--- src/rtl/spi_pkg.sv ---
// Shared types and defaults for the parametrised SPI master engine.
package spi_pkg;

    typedef enum logic [2:0] {
        ST_IDLE,
        ST_HELD,
        ST_CSS,
        ST_XFER,
        ST_CSH,
        ST_GAP
    } spi_state_e;

    // Mode number is {cpol, cpha}
    typedef enum logic [1:0] {
        MODE0 = 2'b00,
        MODE1 = 2'b01,
        MODE2 = 2'b10,
        MODE3 = 2'b11
    } spi_mode_e;

    localparam int CSS_CYC_DEF = 3;
    localparam int CSH_CYC_DEF = 5;

endpackage

--- src/rtl/spi_master_param_if.sv ---
// Host-side request/response bundle of the SPI master engine.
interface spi_master_param_if #(
    parameter int DATA_W = 8,
    parameter int NUM_CS = 1,
    parameter int DIV_W  = 8
);
    localparam int SEL_W = $clog2(NUM_CS) + 1;

    logic              start;
    logic              hold_cs;
    logic [SEL_W-1:0]  cs_sel;
    logic [DIV_W-1:0]  clk_div;
    logic              cpol;
    logic              cpha;
    logic              lsb_first;
    logic [DATA_W-1:0] tx_data;
    logic [DATA_W-1:0] rx_data;
    logic              rx_valid;
    logic              ready;
    logic              cs_held;

    modport master (
        output start, hold_cs, cs_sel, clk_div, cpol, cpha, lsb_first, tx_data,
        input  rx_data, rx_valid, ready, cs_held
    );

    modport slave (
        input  start, hold_cs, cs_sel, clk_div, cpol, cpha, lsb_first, tx_data,
        output rx_data, rx_valid, ready, cs_held
    );

endinterface

--- src/rtl/spi_sck_gen.sv ---
// SCK divider: half-period counter, edge counter, leading/trailing strobes
// and the registered serial clock.
module spi_sck_gen #(
    parameter int DATA_W = 8,
    parameter int DIV_W  = 8
) (
    input  logic             clk,
    input  logic             rst,
    input  logic             i_load,
    input  logic             i_cpol,
    input  logic             i_clear,
    input  logic             i_en,
    input  logic [DIV_W-1:0] i_div,
    output logic             o_lead_stb,
    output logic             o_trail_stb,
    output logic             o_last,
    output logic             o_sck
);
    localparam int EDGE_W = $clog2(2 * DATA_W + 1);

    logic [DIV_W-1:0]  r_cnt;
    logic [EDGE_W-1:0] r_edge;
    logic              r_sck;
    logic              w_tick;

    // Strobes fire in the cycle before the toggled sck becomes visible
    assign w_tick      = i_en && (r_cnt == i_div);
    assign o_lead_stb  = w_tick && !r_edge[0];
    assign o_trail_stb = w_tick && r_edge[0];
    assign o_last      = w_tick && (r_edge == EDGE_W'(2 * DATA_W - 1));
    assign o_sck       = r_sck;

    always_ff @(posedge clk) begin
        if (rst || i_clear) begin
            r_cnt  <= '0;
            r_edge <= '0;
        end else if (w_tick) begin
            r_cnt  <= '0;
            r_edge <= r_edge + 1'b1;
        end else if (i_en) begin
            r_cnt  <= r_cnt + 1'b1;
        end
    end

    always_ff @(posedge clk) begin
        if (rst)
            r_sck <= 1'b0;
        else if (i_load)
            r_sck <= i_cpol;
        else if (w_tick)
            r_sck <= ~r_sck;
    end

endmodule

--- src/rtl/spi_master_param.sv ---
// Parametrised SPI master: one DATA_W-bit full-duplex frame per start, any
// CPOL/CPHA mode, MSB/LSB first, one-hot selects with CS hold between frames.
module spi_master_param
    import spi_pkg::*;
#(
    parameter int DATA_W  = 8,
    parameter int NUM_CS  = 1,
    parameter int DIV_W   = 8,
    parameter int CSS_CYC = CSS_CYC_DEF,
    parameter int CSH_CYC = CSH_CYC_DEF
) (
    input  logic                clk,
    input  logic                rst,
    spi_master_param_if.slave   io_bus,
    output logic                o_sck,
    output logic [NUM_CS-1:0]   o_cs_n,
    output logic                o_mosi,
    input  logic                i_miso
);
    localparam int SEL_W  = $clog2(NUM_CS) + 1;
    localparam int WMAX   = (CSS_CYC > CSH_CYC) ? CSS_CYC : CSH_CYC;
    localparam int WAIT_W = $clog2(WMAX + 1);

    spi_state_e        r_state, w_state_nx;
    logic [WAIT_W-1:0] r_wait;
    logic [SEL_W-1:0]  r_sel, r_sel_pend, w_sel_e;
    spi_mode_e         r_mode;
    logic              r_lsb, r_hold, r_restart;
    logic [DIV_W-1:0]  r_div;
    logic [DATA_W-1:0] r_tx, r_rx, r_rx_data;
    logic              r_rx_valid, r_mosi;
    logic [NUM_CS-1:0] r_cs_n;

    logic              w_idle, w_ready, w_accept, w_same_sel, w_in_xfer;
    logic              w_lead, w_trail, w_last, w_cpha;
    logic              w_css_entry, w_xfer_entry, w_held_xfer, w_cs_active;
    logic              w_lsb_e, w_cpha_e, w_first_drv, w_shift_drv, w_drive;
    logic              w_sample, w_tx_bit;
    logic [DATA_W-1:0] w_tx_src, w_tx_shift, w_rx_nx;

    function automatic logic [NUM_CS-1:0] cs_decode(input logic [SEL_W-1:0] sel);
        logic [NUM_CS-1:0] v;
        v = '1;
        for (int i = 0; i < NUM_CS; i++)
            if (sel == SEL_W'(i))
                v[i] = 1'b0;
        return v;
    endfunction

    // A frame-end cycle never accepts, so a start there is dropped
    assign w_idle     = (r_state == ST_IDLE) || (r_state == ST_HELD);
    assign w_ready    = w_idle && !rst && !r_rx_valid;
    assign w_accept   = w_ready && io_bus.start;
    assign w_same_sel = (io_bus.cs_sel == r_sel);
    assign w_in_xfer  = (r_state == ST_XFER);
    assign w_cpha     = (r_mode == MODE1) || (r_mode == MODE3);

    always_comb begin
        w_state_nx = r_state;
        case (r_state)
            ST_IDLE: if (w_accept) w_state_nx = ST_CSS;
            ST_HELD: if (w_accept) w_state_nx = w_same_sel ? ST_XFER : ST_CSH;
            ST_CSS:  if (r_wait == WAIT_W'(CSS_CYC - 1)) w_state_nx = ST_XFER;
            ST_XFER: if (w_last) w_state_nx = r_hold ? ST_HELD : ST_CSH;
            ST_CSH:  if (r_wait == WAIT_W'(CSH_CYC - 1)) w_state_nx = ST_GAP;
            ST_GAP:  w_state_nx = r_restart ? ST_CSS : ST_IDLE;
            default: w_state_nx = ST_IDLE;
        endcase
    end

    assign w_css_entry  = (w_state_nx == ST_CSS) && (r_state != ST_CSS);
    assign w_xfer_entry = (w_state_nx == ST_XFER) && !w_in_xfer;
    assign w_held_xfer  = (r_state == ST_HELD) && (w_state_nx == ST_XFER);
    assign w_cs_active  = (w_state_nx == ST_CSS) || (w_state_nx == ST_XFER) ||
                          (w_state_nx == ST_HELD) || (w_state_nx == ST_CSH);
    assign w_sel_e      = w_accept ? io_bus.cs_sel : r_sel_pend;

    // Frame parameters come straight from the bus in the accepting cycle
    assign w_tx_src    = w_accept ? io_bus.tx_data   : r_tx;
    assign w_lsb_e     = w_accept ? io_bus.lsb_first : r_lsb;
    assign w_cpha_e    = w_accept ? io_bus.cpha      : w_cpha;
    assign w_tx_bit    = w_lsb_e ? w_tx_src[0] : w_tx_src[DATA_W-1];
    assign w_tx_shift  = w_lsb_e ? (w_tx_src >> 1) : (w_tx_src << 1);
    assign w_first_drv = !w_cpha_e && (w_css_entry || w_held_xfer);
    assign w_shift_drv = w_in_xfer && (w_cpha ? w_lead : (w_trail && !w_last));
    assign w_drive     = w_first_drv || w_shift_drv;

    assign w_sample = w_in_xfer && (w_cpha ? w_trail : w_lead);
    assign w_rx_nx  = !w_sample ? r_rx :
                      r_lsb     ? {i_miso, r_rx[DATA_W-1:1]} :
                                  {r_rx[DATA_W-2:0], i_miso};

    spi_sck_gen #(
        .DATA_W (DATA_W),
        .DIV_W  (DIV_W)
    ) u_sck_gen (
        .clk         (clk),
        .rst         (rst),
        .i_load      (w_accept),
        .i_cpol      (io_bus.cpol),
        .i_clear     (w_xfer_entry),
        .i_en        (w_in_xfer),
        .i_div       (r_div),
        .o_lead_stb  (w_lead),
        .o_trail_stb (w_trail),
        .o_last      (w_last),
        .o_sck       (o_sck)
    );

    always_ff @(posedge clk) begin
        if (rst) begin
            r_state    <= ST_IDLE;
            r_wait     <= '0;
            r_sel      <= '0;
            r_sel_pend <= '0;
            r_mode     <= MODE0;
            r_lsb      <= 1'b0;
            r_hold     <= 1'b0;
            r_div      <= '0;
            r_restart  <= 1'b0;
            r_cs_n     <= '1;
            r_mosi     <= 1'b1;
            r_rx_data  <= '0;
            r_rx_valid <= 1'b0;
        end else begin
            r_state <= w_state_nx;
            if (w_state_nx != r_state)
                r_wait <= '0;
            else if ((r_state == ST_CSS) || (r_state == ST_CSH))
                r_wait <= r_wait + 1'b1;
            if (w_accept) begin
                r_sel_pend <= io_bus.cs_sel;
                r_mode     <= spi_mode_e'({io_bus.cpol, io_bus.cpha});
                r_lsb      <= io_bus.lsb_first;
                r_hold     <= io_bus.hold_cs;
                r_div      <= io_bus.clk_div;
            end
            if (w_css_entry)
                r_restart <= 1'b0;
            else if (w_accept && (r_state == ST_HELD) && !w_same_sel)
                r_restart <= 1'b1;
            if (w_css_entry)
                r_sel <= w_sel_e;
            r_cs_n <= w_cs_active ? cs_decode(w_css_entry ? w_sel_e : r_sel) : '1;
            if (w_drive)
                r_mosi <= w_tx_bit;
            else if (w_in_xfer && w_last)
                r_mosi <= 1'b1;
            r_rx_valid <= w_in_xfer && w_last;
            if (w_in_xfer && w_last)
                r_rx_data <= w_rx_nx;
        end
    end

    always_ff @(posedge clk) begin
        r_tx <= w_drive ? w_tx_shift : w_tx_src;
        r_rx <= w_rx_nx;
    end

    assign o_cs_n          = r_cs_n;
    assign o_mosi          = r_mosi;
    assign io_bus.rx_data  = r_rx_data;
    assign io_bus.rx_valid = r_rx_valid;
    assign io_bus.ready    = w_ready;
    assign io_bus.cs_held  = (r_state == ST_HELD);

endmodule

--- src/flat_wrapper.sv ---
// flat-port wrapper written by rule: the top's interface ports become plain ports
module spi_master_param_flat import spi_pkg::*;
#(
    parameter int DATA_W  = 8,
    parameter int NUM_CS  = 1,
    parameter int DIV_W   = 8,
    parameter int CSS_CYC = CSS_CYC_DEF,
    parameter int CSH_CYC = CSH_CYC_DEF
)
  (clk, rst, o_sck, o_cs_n, o_mosi, i_miso, io_bus_start, io_bus_hold_cs, io_bus_cs_sel, io_bus_clk_div, io_bus_cpol, io_bus_cpha, io_bus_lsb_first, io_bus_tx_data, io_bus_rx_data, io_bus_rx_valid, io_bus_ready, io_bus_cs_held);
  spi_master_param_if #(.DATA_W(DATA_W), .NUM_CS(NUM_CS), .DIV_W(DIV_W)) io_bus_i ();
  input  logic clk;
  input  logic rst;
  output logic o_sck;
  output logic [NUM_CS-1:0] o_cs_n;
  output logic o_mosi;
  input  logic i_miso;
  input wire logic [$bits(io_bus_i.start)-1:0] io_bus_start;
  input wire logic [$bits(io_bus_i.hold_cs)-1:0] io_bus_hold_cs;
  input wire logic [$bits(io_bus_i.cs_sel)-1:0] io_bus_cs_sel;
  input wire logic [$bits(io_bus_i.clk_div)-1:0] io_bus_clk_div;
  input wire logic [$bits(io_bus_i.cpol)-1:0] io_bus_cpol;
  input wire logic [$bits(io_bus_i.cpha)-1:0] io_bus_cpha;
  input wire logic [$bits(io_bus_i.lsb_first)-1:0] io_bus_lsb_first;
  input wire logic [$bits(io_bus_i.tx_data)-1:0] io_bus_tx_data;
  output wire logic [$bits(io_bus_i.rx_data)-1:0] io_bus_rx_data;
  output wire logic [$bits(io_bus_i.rx_valid)-1:0] io_bus_rx_valid;
  output wire logic [$bits(io_bus_i.ready)-1:0] io_bus_ready;
  output wire logic [$bits(io_bus_i.cs_held)-1:0] io_bus_cs_held;
  assign io_bus_i.start = io_bus_start;
  assign io_bus_i.hold_cs = io_bus_hold_cs;
  assign io_bus_i.cs_sel = io_bus_cs_sel;
  assign io_bus_i.clk_div = io_bus_clk_div;
  assign io_bus_i.cpol = io_bus_cpol;
  assign io_bus_i.cpha = io_bus_cpha;
  assign io_bus_i.lsb_first = io_bus_lsb_first;
  assign io_bus_i.tx_data = io_bus_tx_data;
  assign io_bus_rx_data = io_bus_i.rx_data;
  assign io_bus_rx_valid = io_bus_i.rx_valid;
  assign io_bus_ready = io_bus_i.ready;
  assign io_bus_cs_held = io_bus_i.cs_held;
  spi_master_param #(.DATA_W(DATA_W), .NUM_CS(NUM_CS), .DIV_W(DIV_W), .CSS_CYC(CSS_CYC), .CSH_CYC(CSH_CYC)) u_core (.clk(clk), .rst(rst), .io_bus(io_bus_i), .o_sck(o_sck), .o_cs_n(o_cs_n), .o_mosi(o_mosi), .i_miso(i_miso));
endmodule
--- config.mk ---
export PLATFORM = sky130hd
export DESIGN_NAME = spi_master_param_flat
export DESIGN_NICKNAME = d
export VERILOG_FILES = /design/src/rtl/spi_pkg.sv /design/src/rtl/spi_master_param_if.sv /design/src/rtl/spi_sck_gen.sv /design/src/rtl/spi_master_param.sv /design/src/flat_wrapper.sv
export SDC_FILE = /design/constraint.sdc
export NUM_CORES = 1
export LEC_CHECK = 0
export BUFFER_PORTS_ARGS = -buffer_cell sky130_fd_sc_hd__buf_2
export CAP_MARGIN = 30
export CORE_MARGIN = 2
export CORE_UTILIZATION = 25
export CTS_CLUSTER_SIZE = 16
export DETAILED_ROUTE_END_ITERATION = 8
export GPL_ROUTABILITY_DRIVEN = 0
export PLACE_DENSITY = 0.41
export SLEW_MARGIN = 20
export SYNTH_ARGS = -nofsm -noshare
export SYNTH_HDL_FRONTEND = slang
export SYNTH_HIERARCHICAL = 1
export SYNTH_SLANG_ARGS = --single-unit
export TNS_END_PERCENT = 5
--- constraint.sdc ---
create_clock -name clk -period 8.36 [get_ports clk]
set_input_delay 0.418 -clock clk [delete_from_list [all_inputs] [get_ports clk]]
set_output_delay 0.418 -clock clk [all_outputs]
set_load 0.02 [all_outputs]
# Word level (Yosys, flattened, before mapping)
# Cells that the tools add are included.
# classes
addsub,3
mul,0
n_div,0
order_cmp,0
eq_ne,18
shifts,0
mux,26
n_bitwise,2
n_reduce_logical,40
# ops
cell,n
$mux 8,5
$mux 3,7
$pmux 3 s6,1
$logic_and 1x1->1,17
$eq 3x2->1 const B,5
$eq 3x3->1 const B,4
$mux 1,12
$logic_or 1x1->1,9
$add 8x1->8 const B,1
$eq 8x8->1,1
$reduce_or 2->1,4
$logic_not 1->1,7
$eq 3x1->1 const B,2
$add 5x1->5 const B,1
$eq 5x4->1 const B,1
$reduce_bool 2->1,2
$add 3x1->3 const B,1
$logic_not 3->1,1
$ne 3x2->1 const B,1
$ne 3x3->1,1
$eq 2x1->1 const B,1
$eq 2x2->1 const B,1
$mux 2,1
$not 1->1,2
$eq 1x1->1,1
# totals
regBits,62
latchBits,0
ram_bits,0
rom_bits,0
output_inout_bits,14
word_cells,107
mem_count,0

# Longest topological paths before layout
# depth
depth_word,13
depth_mapped,13

# Hierarchy
# Netlist, hierarchy kept.
# by_module_without_submodules
mod,n_inst,cells_per_inst,area_each_um2
spi_master_param,1,247,2316.0
spi_sck_gen,1,89,793.3

# Worst setup path after synthesis
# Ideal clock, no wire load.
# synth_timing
path_kind,register to register
from,reg u_core.r_state[0]
to,reg u_core.u_sck_gen.r_cnt[0]
setup_time_ns,0.078
arrival_time_ns,2.629
required_ns,8.282
setup_slack_ns,5.654
path_stages_with_launch,14
path_buffers,4
period_less_slack_ns,2.706
cell_sequence,dfxtp_1 buf_6 and3b_1 buf_2 clkbuf_1 and2_1 and4_1 inv_1 o21ai_0 and3_2 nor3_1 or2_2 buf_1 nor3_1
# synth_via
elab_cells_between_ends,23
# synth_lines
element,line_no,text
start: declaration,spi_master_param.sv:24,"spi_state_e r_state, w_state_nx;"
start signal: assignment,spi_master_param.sv:126,r_state <= w_state_nx;
$eq 3x2->1,spi_master_param.sv:55,assign w_in_xfer = (r_state == ST_XFER);
named net u_core.w_in_xfer,spi_master_param.sv:34,"logic w_idle, w_ready, w_accept, w_same_sel, w_in_xfer;"
$logic_and 1x1->1,spi_sck_gen.sv:27,assign w_tick = i_en && (r_cnt == i_div);
$logic_and 1x1->1,spi_sck_gen.sv:30,assign o_last = w_tick && (r_edge == EDGE_W'(2 * DATA_W - 1));
named net u_core.w_last,spi_master_param.sv:35,"logic w_lead, w_trail, w_last, w_cpha;"
$mux 3,spi_master_param.sv:64,ST_XFER: if (w_last) w_state_nx = r_hold ? ST_HELD : ST_CSH;
$pmux 3 s6,spi_master_param.sv:60,case (r_state)
$eq 3x2->1,spi_master_param.sv:72,assign w_xfer_entry = (w_state_nx == ST_XFER) && !w_in_xfer;
$logic_and 1x1->1,spi_master_param.sv:72,
named net u_core.w_xfer_entry,spi_master_param.sv:36,"logic w_css_entry, w_xfer_entry, w_held_xfer, w_cs_active;"
$logic_or 1x1->1,spi_sck_gen.sv:34,if (rst || i_clear) begin
$reduce_or 2->1 (no source line),-,
end signal: assignment,spi_sck_gen.sv:41,r_cnt <= r_cnt + 1'b1;
end: declaration,spi_sck_gen.sv:21,logic [DIV_W-1:0] r_cnt;
# The timed path passes the listed nets, and every way through them passes these cells.
# A chain may end at the register's enable or synchronous reset.

# Final worst setup path
# layout_timing
from,reg u_core.r_state[1]
to,reg u_core.r_rx_data[6] (netlist: u_core/io_bus.rx_data[6])
# layout_via
elab_chain_cells,6
elab_cells_between_ends,9
# layout_rtl
element,line_no,text
$eq 3x2->1,spi_master_param.sv:55,
$logic_and 1x1->1,spi_sck_gen.sv:27,
$logic_and 1x1->1,spi_sck_gen.sv:29,assign o_trail_stb = w_tick && r_edge[0];
named net u_core.w_trail,spi_master_param.sv:35,
$mux 1,spi_master_param.sv:88,assign w_sample = w_in_xfer && (w_cpha ? w_trail : w_lead);
$logic_and 1x1->1,spi_master_param.sv:88,
$mux 8,spi_master_param.sv:89,assign w_rx_nx = !w_sample ? r_rx :
named net u_core.w_rx_nx[6],spi_master_param.sv:39,"logic [DATA_W-1:0] w_tx_src, w_tx_shift, w_rx_nx;"
end signal: assignment,spi_master_param.sv:151,r_rx_data <= w_rx_nx;
end: declaration,spi_master_param.sv:30,"logic [DATA_W-1:0] r_tx, r_rx, r_rx_data;"
# The timed path passes the listed nets, and every way through them passes these cells.

==> out/results.tsv <==
stage	metric	value	unit
worst_setup_path	cp_max_fo	15	
power_and_ir_drop	clkPwrFrac	50.0	%
global_route	grt_pass1_wl	12600	um
sta	finalSetupTns	0	ns
route	detail_route.wl_per_cell	14.1	um
route	dr_wl_met3	166	um
cts	clock-root-buffer	clkbuf_16	
sta	finalHoldViolCount	0	
yosys	synth-edff-count	0	
cts	cts_tree	done	
yosys	syn_area	3110	um^2
global_route	grt_pass1_vias	2471	
floorplan	initial_core_util	25.8	%
final_layout	final_cell_mix	dfxtp_1 (61), nand2_1 (55), buf_2 (38)	
cts	cts_buffers	9	
sta	post-route-min-period	3.30	ns
floorplan	coreArea	12100	um^2
cts	ctsResizeCount	0	
power_and_ir_drop	swShare	24.0	%
cts	clkTransAtPathRegs	0.06	ns
placement	dpl.hpwl	5340	um
min_path	hold_class	primary input to register	
sta	slew_viol_final	0	
floorplan	ios	39	
status	outcome	complete, no violations	
route	top_layer	met4	
sta	worst_pin_slew	0.815	ns
power_and_ir_drop	comb_power_share	9.7	%
worst_setup_path	path_class	register to register	
worst_setup_path	endpoint_kind	register	
placement	io_buffers	38	
power_and_ir_drop	cellPowerDensity	215	nW/um^2
cts	cts_buffer_depth	2	
final_layout	diodes	0	
placement	postPlaceCellArea	3410	um^2
yosys	synth_seq_cells	61	
worst_setup_path	rrSetupSlack	5.06	ns
worst_setup_path	critPathLaunchType	register	
sta	max_freq	0.303	GHz
sta	relSlewSlack	45.6	%
final_layout	drive_gt1_share	26.8	%
power_and_ir_drop	irDropWorstVdd	0.0868	mV
placement	place_inst	522	
sta	finalSetupViolCount	0	
yosys	syn-num-nets	367	
yosys	netlist_instances	336	
yosys	async_flop_share	0	%
final_layout	final_area	3730	um^2
route	via_per_inst	4.63	
route	drt-total-wl	7570	um
cts	cts_hold_buf	0	
final_layout	area_growth	19.9	%
power_and_ir_drop	leakagePower	1.42	nW
sta	skew	0.00548	ns
final_layout	fin_cells	538	
cts	post_cts_buffers	0	
route	wl_met1	3670	um
route	dr_wl_met2	3550	um
cts	h-tree-depth	3	
yosys	ys.flop_type	dfxtp_1	
route	initialDrtViolationCount	137	
run	drv_cap	0	
final_layout	nets	396	
global_route	gr-total-overflow	0	
worst_setup_path	worstPathArrival	3.49	ns
route	firstDrtPassIters	4	
cts	clkSinkCount	61	
global_route	grt_max_degree	37	
global_route	grt_usage	12.2	%
global_route	antenna_found_initial	0	
route	drtAntennaViolNets	0	
floorplan	die_area	13300	um^2
cts	worstSkewPairLatency	0.33	ns
floorplan	dieHeight	116	um
power_and_ir_drop	power.internal	0.610	mW
yosys	synth.avg_cell_area	9.25	um^2
sta	rsz0062_at_grt	no	
floorplan	rows	40	
yosys	yosys_warnings	6	
sta	fin_crit_sh	39.5	%
floorplan	chipWidth	116	um
final_layout	final_common_cell	dfxtp_1	
yosys	yosysUniqueCellTypes	46	
route	drc	0	
power_and_ir_drop	p_sw	0.193	mW
route	routed-via-count	2489	
yosys	ys_seq_area_share	39.3	%
power_and_ir_drop	seq_power_share	40.3	%
worst_setup_path	required	8.55	ns
cells by family after synthesis:
family | count (synthesis) | synth area share (%)
adder cells (fa/ha/maj) | 6 | 2.41
flip-flops | 61 | 39.3
buffers and inverters | 32 | 4.79
XOR/XNOR | 21 | 5.92
AO/OA/AOI/OAI | 51 | 10.2
multiplexers | 43 | 17.4
AND/OR/NAND/NOR | 122 | 20.0
registers in the layout (all words and copies together) (netlist names), 3 cells and up:
| name | flops |
|---|---|
| u_core/r_state | 3 |
| u_core/r_rx | 8 |
| u_core/io_bus.rx_data | 8 |
| u_core/u_sck_gen/r_cnt | 8 |
| u_core/r_div | 8 |
| u_core/r_tx | 8 |
| u_core/u_sck_gen/r_edge | 5 |
| u_core/r_wait | 3 |
power by group through the flow:
stage	registers (mW)	clock network (mW)	logic, mW
2_1_floorplan	0.323	0	0.0616
3_3_place_gp	0.329	0	0.0779
3_5_place_dp	0.329	0	0.0789
4_1_cts	0.323	0.415	0.0793
5_1_grt	0.325	0.430	0.0867
6_report	0.323	0.401	0.0780
metrics by stage:
step                util, %  hold slack (ns)  setup slack [ns]  total power [mW]
finish                 30.9            0.330              5.06             0.803
global route           30.9            0.330              4.77             0.842
CTS                    30.9            0.322              5.05             0.818
detailed placement     28.2            0.447              4.98             0.408
global placement       28.2            0.452              5.05             0.407
floorplan                 -            0.439              5.65             0.385
Yosys cell counts, drive strengths merged, types with 7 or more instances:
cell    instances  area (um^2)
a21oi          29          149
buf            13         77.6
mux2i           9         90.1
clkbuf          7         26.3
dfxtp          61         1220
xnor2          10         87.6
xor2           11         96.3
nor3           13         76.3
inv            12         45.0
nand2          56          213
mux2           28          315
a31oi           7         50.1
nor2           11         41.3
worst paths after layout:
path                                         startpoint  depth (start not counted)                                    end
setup / recovery           u_core/r_state[1]$_SDFF_PP0_                          8  u_core/io_bus.rx_data[6]$_SDFFE_PP0P_
hold reg to reg   u_core/io_bus.rx_data[3]$_SDFFE_PP0P_                          2  u_core/io_bus.rx_data[3]$_SDFFE_PP0P_
setup reg to reg           u_core/r_state[1]$_SDFF_PP0_                          8  u_core/io_bus.rx_data[6]$_SDFFE_PP0P_
hold / removal                           io_bus_hold_cs                          3             u_core/r_hold$_SDFFE_PP0N_
layer usage:
layer  vias up  global-route usage, %
li1       1247                      -
met1      1197                   15.7
met2        33                   19.3
met3        12                   1.94
met4         0                   6.99
met5         -                      0
cell type report:
class | count | area [um^2]
Clock inverter | 7 | 97.6
Tap cell | 168 | 210
Fill cell | 1275 | 8330
Inverter | 12 | 45.0
Timing Repair Buffer | 38 | 190
Clock buffer | 9 | 225
Multi-Input combinational cell | 243 | 1740
Sequential cell | 61 | 1220
worst max-delay path: stages (launching register included):
cell and delay, ns:
dfxtp_1 0.56, and3b_1 0.59, nand2_1 0.30, nor4_1 0.39, mux2i_1 0.14, nor2b_1 0.61, mux2_2 0.43, nand2_1 0.06
a21oi_1 0.06
(Power assumes the default switching activity.)
